$ cat src/rtl/icache_pkg.sv
`default_nettype none
// ============================================================================
// Module  : icache_pkg
// Brief   : Shared constants, FSM encodings and address helpers for icache.
// Revision: 1.0 - initial release
// ============================================================================
package icache_pkg;

    // Default geometry: 2^6 lines of one 32-bit word each.
    localparam int DEF_INDEX_BITS = 6;
    localparam int DEF_TAG_BITS   = 30 - DEF_INDEX_BITS;

    // Controller states.
    typedef logic [1:0] state_t;
    localparam state_t c_ST_IDLE = 2'd0;
    localparam state_t c_ST_REQ  = 2'd1;
    localparam state_t c_ST_WAIT = 2'd2;

    // Line index of a word address: pc[index_bits+1:2], right-aligned.
    function automatic logic [31:0] idx_of(input logic [31:0] pc, input int index_bits);
        return (pc >> 2) & ((32'd1 << index_bits) - 32'd1);
    endfunction

    // Tag of a word address: pc[31:index_bits+2], right-aligned.
    function automatic logic [31:0] tag_of(input logic [31:0] pc, input int index_bits);
        return pc >> (index_bits + 2);
    endfunction

endpackage
`default_nettype wire

$ cat src/rtl/icache_array.sv
`default_nettype none
// ============================================================================
// Module  : icache_array
// Brief   : Valid bits, tag RAM and data RAM for the direct-mapped icache.
//           Combinational read port, synchronous write port.
// Revision: 1.0 - initial release
// ============================================================================
module icache_array
    import icache_pkg::*;
#(
    parameter int INDEX_BITS = DEF_INDEX_BITS,
    parameter int TAG_BITS   = DEF_TAG_BITS
) (
    input  logic                  clk_in,
    input  logic                  rst_in,
    input  logic [INDEX_BITS-1:0] rd_idx,
    output logic [TAG_BITS-1:0]   rd_tag,
    output logic [31:0]           rd_data,
    output logic                  rd_valid,
    input  logic                  wr_en,
    input  logic [INDEX_BITS-1:0] wr_idx,
    input  logic [TAG_BITS-1:0]   wr_tag,
    input  logic [31:0]           wr_data
);

    localparam int c_LINES = 1 << INDEX_BITS;

    logic [c_LINES-1:0]  r_valid;
    logic [TAG_BITS-1:0] r_tag  [c_LINES];
    logic [31:0]         r_data [c_LINES];

    // Valid bits are the only reset state; a line becomes valid when filled.
    always_ff @(posedge clk_in or posedge rst_in) begin
        if (rst_in) begin
            r_valid <= '0;
        end else if (wr_en) begin
            r_valid[wr_idx] <= 1'b1;
        end
    end

    // Tag and data storage carries no reset; contents are qualified by r_valid.
    always_ff @(posedge clk_in) begin
        if (wr_en) begin
            r_tag[wr_idx]  <= wr_tag;
            r_data[wr_idx] <= wr_data;
        end
    end

    assign rd_valid = r_valid[rd_idx];
    assign rd_tag   = r_tag[rd_idx];
    assign rd_data  = r_data[rd_idx];

endmodule
`default_nettype wire

$ cat src/rtl/icache.sv
`default_nettype none
// ============================================================================
// Module  : icache
// Brief   : Direct-mapped, one-word-per-line instruction cache between the
//           fetch unit and memctrl. One-cycle hits; misses issue a single
//           4-byte read on memctrl's icache channel and fill the line.
// Revision: 1.0 - initial release
// ============================================================================
module icache
    import icache_pkg::*;
#(
    parameter int INDEX_BITS = DEF_INDEX_BITS
) (
    input  logic        clk_in,
    input  logic        rst_in,
    input  logic        rdy_in,
    input  logic        if_req,
    input  logic [31:0] if_pc,
    input  logic        flush,
    output logic        if_valid,
    output logic [31:0] if_inst,
    output logic        mc_req,
    output logic [31:0] mc_addr,
    input  logic        mc_received,
    input  logic        mc_done,
    input  logic [31:0] mc_data
);

    localparam int TAG_BITS = 30 - INDEX_BITS;

    state_t              r_state;
    logic                r_discard;
    logic                r_if_valid;
    logic [31:0]         r_if_inst;
    logic                r_mc_req;
    logic [31:0]         r_mc_addr;

    logic [INDEX_BITS-1:0] w_rd_idx;
    logic [TAG_BITS-1:0]   w_pc_tag;
    logic [TAG_BITS-1:0]   w_rd_tag;
    logic [31:0]           w_rd_data;
    logic                  w_rd_valid;
    logic                  w_hit;
    logic                  w_fill_en;
    logic [INDEX_BITS-1:0] w_wr_idx;
    logic [TAG_BITS-1:0]   w_wr_tag;

    // Lookup side uses the live fetch pc; fill side uses the latched miss address,
    // so the fetch unit may move on (after a flush) while the fill is in flight.
    assign w_rd_idx = INDEX_BITS'(idx_of(if_pc, INDEX_BITS));
    assign w_pc_tag = TAG_BITS'(tag_of(if_pc, INDEX_BITS));
    assign w_wr_idx = INDEX_BITS'(idx_of(r_mc_addr, INDEX_BITS));
    assign w_wr_tag = TAG_BITS'(tag_of(r_mc_addr, INDEX_BITS));
    assign w_hit    = w_rd_valid && (w_rd_tag == w_pc_tag);

    // A fill lands whenever memctrl returns data for our outstanding read; the
    // REQ term covers received and done arriving together.
    assign w_fill_en = rdy_in && mc_done &&
                       ((r_state == c_ST_WAIT) || ((r_state == c_ST_REQ) && mc_received));

    icache_array #(
        .INDEX_BITS (INDEX_BITS),
        .TAG_BITS   (TAG_BITS)
    ) u_array (
        .clk_in   (clk_in),
        .rst_in   (rst_in),
        .rd_idx   (w_rd_idx),
        .rd_tag   (w_rd_tag),
        .rd_data  (w_rd_data),
        .rd_valid (w_rd_valid),
        .wr_en    (w_fill_en),
        .wr_idx   (w_wr_idx),
        .wr_tag   (w_wr_tag),
        .wr_data  (mc_data)
    );

    // Controller FSM and output registers; rdy_in low freezes everything.
    always_ff @(posedge clk_in or posedge rst_in) begin
        if (rst_in) begin
            r_state    <= c_ST_IDLE;
            r_discard  <= 1'b0;
            r_if_valid <= 1'b0;
            r_if_inst  <= 32'd0;
            r_mc_req   <= 1'b0;
            r_mc_addr  <= 32'd0;
        end else if (rdy_in) begin
            r_if_valid <= 1'b0;
            case (r_state)
                c_ST_IDLE: begin
                    if (if_req && !flush) begin
                        if (w_hit) begin
                            r_if_valid <= 1'b1;
                            r_if_inst  <= w_rd_data;
                        end else begin
                            r_mc_req  <= 1'b1;
                            r_mc_addr <= {if_pc[31:2], 2'b00};
                            r_state   <= c_ST_REQ;
                        end
                    end
                end
                c_ST_REQ: begin
                    if (mc_received) begin
                        // Drop the request on the accept edge so memctrl does not re-serve it.
                        r_mc_req <= 1'b0;
                        if (mc_done) begin
                            if (!flush) begin
                                r_if_valid <= 1'b1;
                                r_if_inst  <= mc_data;
                            end
                            r_discard <= 1'b0;
                            r_state   <= c_ST_IDLE;
                        end else begin
                            // Accepted read cannot be cancelled; a same-cycle flush only discards it.
                            r_discard <= flush;
                            r_state   <= c_ST_WAIT;
                        end
                    end else if (flush) begin
                        r_mc_req <= 1'b0;
                        r_state  <= c_ST_IDLE;
                    end
                end
                c_ST_WAIT: begin
                    if (mc_done) begin
                        if (!r_discard && !flush) begin
                            r_if_valid <= 1'b1;
                            r_if_inst  <= mc_data;
                        end
                        r_discard <= 1'b0;
                        r_state   <= c_ST_IDLE;
                    end else if (flush) begin
                        r_discard <= 1'b1;
                    end
                end
                default: begin
                    r_mc_req <= 1'b0;
                    r_state  <= c_ST_IDLE;
                end
            endcase
        end
    end

    assign if_valid = r_if_valid;
    assign if_inst  = r_if_inst;
    assign mc_req   = r_mc_req;
    assign mc_addr  = r_mc_addr;

endmodule
`default_nettype wire

$ cat config.mk
export PLATFORM = sky130hd
export DESIGN_NAME = icache
export DESIGN_NICKNAME = d
export VERILOG_FILES = /design/src/rtl/icache_pkg.sv /design/src/rtl/icache_array.sv /design/src/rtl/icache.sv
export SDC_FILE = /design/constraint.sdc
export NUM_CORES = 2
export LEC_CHECK = 0
export CAP_MARGIN = 20
export CORE_ASPECT_RATIO = 1.2
export CORE_MARGIN = 8
export CORE_UTILIZATION = 45
export CTS_CLUSTER_DIAMETER = 50
export DETAILED_ROUTE_END_ITERATION = 8
export PLACE_DENSITY_LB_ADDON = 0.3
export SYNTH_ARGS = -nofsm -noshare
export SYNTH_HDL_FRONTEND = slang
export SYNTH_SLANG_ARGS = --single-unit
$ cat constraint.sdc
create_clock -name clk_in -period 6.05 [get_ports clk_in]
set_clock_uncertainty 0.05 [all_clocks]
set_input_delay 1.21 -clock clk_in [delete_from_list [all_inputs] [get_ports clk_in]]
set_output_delay 1.21 -clock clk_in [all_outputs]
set_load 0.02 [all_outputs]
==> impl_metrics.yaml <==
status:
  status: "finished clean"
sta:
  clock.fmax_mhz: 196
  min_period_ns: 5.10
  setup_viol: 0
  final-hold-violation-count: 0
  fin_crit_sh_pct: 84.2
  slew_violations: 0
  worst_slew_pin_slew_ns: 1.24
  rsz0062_at_grt: "false"
  fin_tns_setup_ns: 0
  relSlewSlack_pct: 17.4
synthesis:
  syn-cell-area_mm2: 0.143
  synthTopCellsByCount: "edfxtp_1 (3584), mux4_2 (960), mux2i_1 (232)"
  synth_warnings: 0
  syn_inst: 6286
  synth_most_common_cell: "edfxtp_1"
  synth_top_area_share_pct: 75.0
  synth.avg_cell_area_um2: 22.8
  yosysTopAreaCell: "edfxtp_1"
  ys.flop_type: "edfxtp_1"
  yosysSeqAreaShare_pct: 77.3
  ys_ff_latch: 3715
  async_reset_ff_share_pct: 3.53
  synth_area_leaders: "edfxtp_1 (75%), mux4_2 (15%), dfrtp_1 (2.3%)"
  ys_types: 76
  synth_edf_count: 3584
place:
  place_congestion: 0.805
  placed_area_mm2: 0.152
  portBuffers: 132
  place_hpwl_um: 213000
global_route:
  grt-ovfl-total: 0
  track_usage_pct: 23.5
  use_met3_pct: 4.64
  grt_antenna_before_repair: 26
  busiest_layer: "met2"
  grt_pass1_vias: 71700
  grt_first_pass_wirelength_um: 563000
  met1_usage_pct: 31.9
  use_met2_pct: 39.4
  grt_max_degree: 144
die:
  core.rowCount: 227
  initial_core_util_pct: 45.1
  die-height_um: 634
  die_w_um: 531
  design.die.area_mm2: 0.337
  fp.coreArea_mm2: 0.318
  pin_count: 137
clock_tree:
  cts_setup_buffers: 0
  ctsHtreeMaxLevel: 5
  cts_sinks: 3715
  cts-root-buf: "clkbuf_16"
  clk_latency_ns: 0.91
  clkTransAtPathRegs_ns: 0.06
  hold_buffers: 0
  cts_buffers: 399
  cts_tree: "done"
  clockBufferDepth: 4
  post_cts_resize_count: 0
detailed_routing:
  vias: 71900
  viasPerCell: 6.30
  avgRoutedWirePerCell_um: 35.7
  drtPass1Iterations: 7
  wl_um: 407000
  drt_first_iter_violations: 10400
  drcViolationCount: 0
  ant_nets: 0
setup_path:
  rr_worst_depth: 12
  startpoint: "if_pc[4]"
  cp_max_fo: 28
  reg2reg_slack_ns: 1.37
  crit_type: "input port to flop"
  arrival_ns: 5.83
  end_kind: "flop"
  cp-endpoint: "mc_addr[11]$_DFFE_PP0P_"
  reg2reg_from: "u_array.r_tag[14][4]$_DFFE_PP_"
  cp-start-kind: "input port"
  required_ns: 6.78
  rr_endpoint: "mc_addr[11]$_DFFE_PP0P_"
pwr:
  pwr_density_cell_mw_per_mm2: 350
  finalPower_w: 0.0580
  p_leak_nw: 52.7
  vdd_drop_max_v: 0.000382
finish:
  final_util_pct: 52.1
  areaGrowthSynthToFinish_pct: 15.5
  fin_nets: 6901
  drive_above_1_share_pct: 30.6
  design_area_mm2: 0.166
min_path:
  hold_path.class: "flop to flop"
flow_run:
  maxCapViolCount: 0
-- state kept, by name, indices dropped and copies added, names as in the netlist --
| name | cells |
|---|---|
| r_state | 2 |
| if_inst | 32 |
| mc_addr | 30 |
| u_array.r_tag | 1536 |
| u_array.r_valid | 64 |
| mc_req | 1 |
| u_array.r_data | 2048 |
| if_valid | 1 |
| r_discard | 1 |
-- metrics by stage --
step	instances	setup WS (ns)	hold WS, ns
after CTS	11400	1.08	0.414
after global placement	10600	0.152	0.395
after floorplan	6287	1.01	0.384
after global routing	11400	0.911	0.428
final	11400	0.953	0.416
after detailed placement	10600	0.114	0.398
-- logic make-up (layout without fill, tap and decap cells) --
kind of cell	Yosys count	in the layout	synth area share, %
compound gates	328	328	1.66
xor+xnor	14	14	0.0855
fa+ha+maj	4	4	0.0349
buf+inv	350	1213	1.29
flops	3715	3715	77.3
mux	1288	1288	17.4
other cells	1	19	0.00261
simple gates	586	586	2.15
-- metal layers --
metal	vias to the layer above	share of wire, %
li1	27900	-
met1	39200	38
met2	4027	49
met3	692	9.6
met4	6	3.0
met5	-	0.010
-- layout by cell type (no fill, tap or decap), types with 14 or more instances in the layout --
cell / instances
or3b_1: 28
clkinvlp_4: 32
or3_1: 15
clkbuf_16: 408
nor2_4: 64
a211oi_1: 24
clkinv_2: 73
diode_2: 17
a22oi_1: 123
mux2_2: 85
nand3_1: 118
clkdlybuf4s50_1: 96
or2_2: 67
bufinv_16: 26
buf_2: 30
mux4_2: 960
nor2_1: 58
dfrtp_1: 113
a21oi_1: 28
inv_6: 24
nand2b_1: 18
nand2_1: 86
edfxtp_1: 3584
o22ai_1: 47
nand4_1: 19
clkbuf_1: 60
nor3_1: 23
a32oi_1: 14
clkinv_1: 65
nor2b_1: 23
a22o_1: 15
buf_4: 223
buf_12: 117
clkinv_4: 17
dfrtp_2: 18
o21ai_0: 16
mux2i_1: 232
-- how the worst min path moves through the flow --
stage | from | endpoint | cells past startpoint
6_report | u_array.r_valid[47]$_DFFE_PP0P_ | u_array.r_valid[47]$_DFFE_PP0P_ | 1
5_1_grt | u_array.r_valid[30]$_DFFE_PP0P_ | u_array.r_valid[30]$_DFFE_PP0P_ | 1
4_1_cts | u_array.r_valid[47]$_DFFE_PP0P_ | u_array.r_valid[47]$_DFFE_PP0P_ | 1
3_5_place_dp | u_array.r_valid[47]$_DFFE_PP0P_ | u_array.r_valid[47]$_DFFE_PP0P_ | 1
3_3_place_gp | u_array.r_valid[38]$_DFFE_PP0P_ | u_array.r_valid[38]$_DFFE_PP0P_ | 1
2_1_floorplan | u_array.r_valid[10]$_DFFE_PP0P_ | u_array.r_valid[10]$_DFFE_PP0P_ | 1
-- cell type report --
type | count | area (µm²)
clock inverter | 253 | 2320
clock buffer | 472 | 10500
tap | 4236 | 5300
fill | 24200 | 152000
multi-input combinational | 2222 | 31200
antenna | 17 | 42.5
sequential | 3715 | 111000
inverter | 15 | 71.3
timing repair buffer | 473 | 5250
-- critical path: stages --
cell and delay [ns]:
buf_8 0.18, buf_4 0.31, nor2_1 0.83, nand3_1 0.15, and4_1 0.30, o21ai_0 0.15, or4b_1 0.59, or4_1 0.59
a2111o_2 0.60, nand2b_2 0.15, buf_12 0.22, mux2_2 0.38
-- power breakdown --
part | switching, W | internal [W]
registers | 0.000396 | 0.0295
logic | 0.00279 | 0.00154
clock network | 0.0102 | 0.0136
Note: power is estimated with default switching activity, not from simulation.
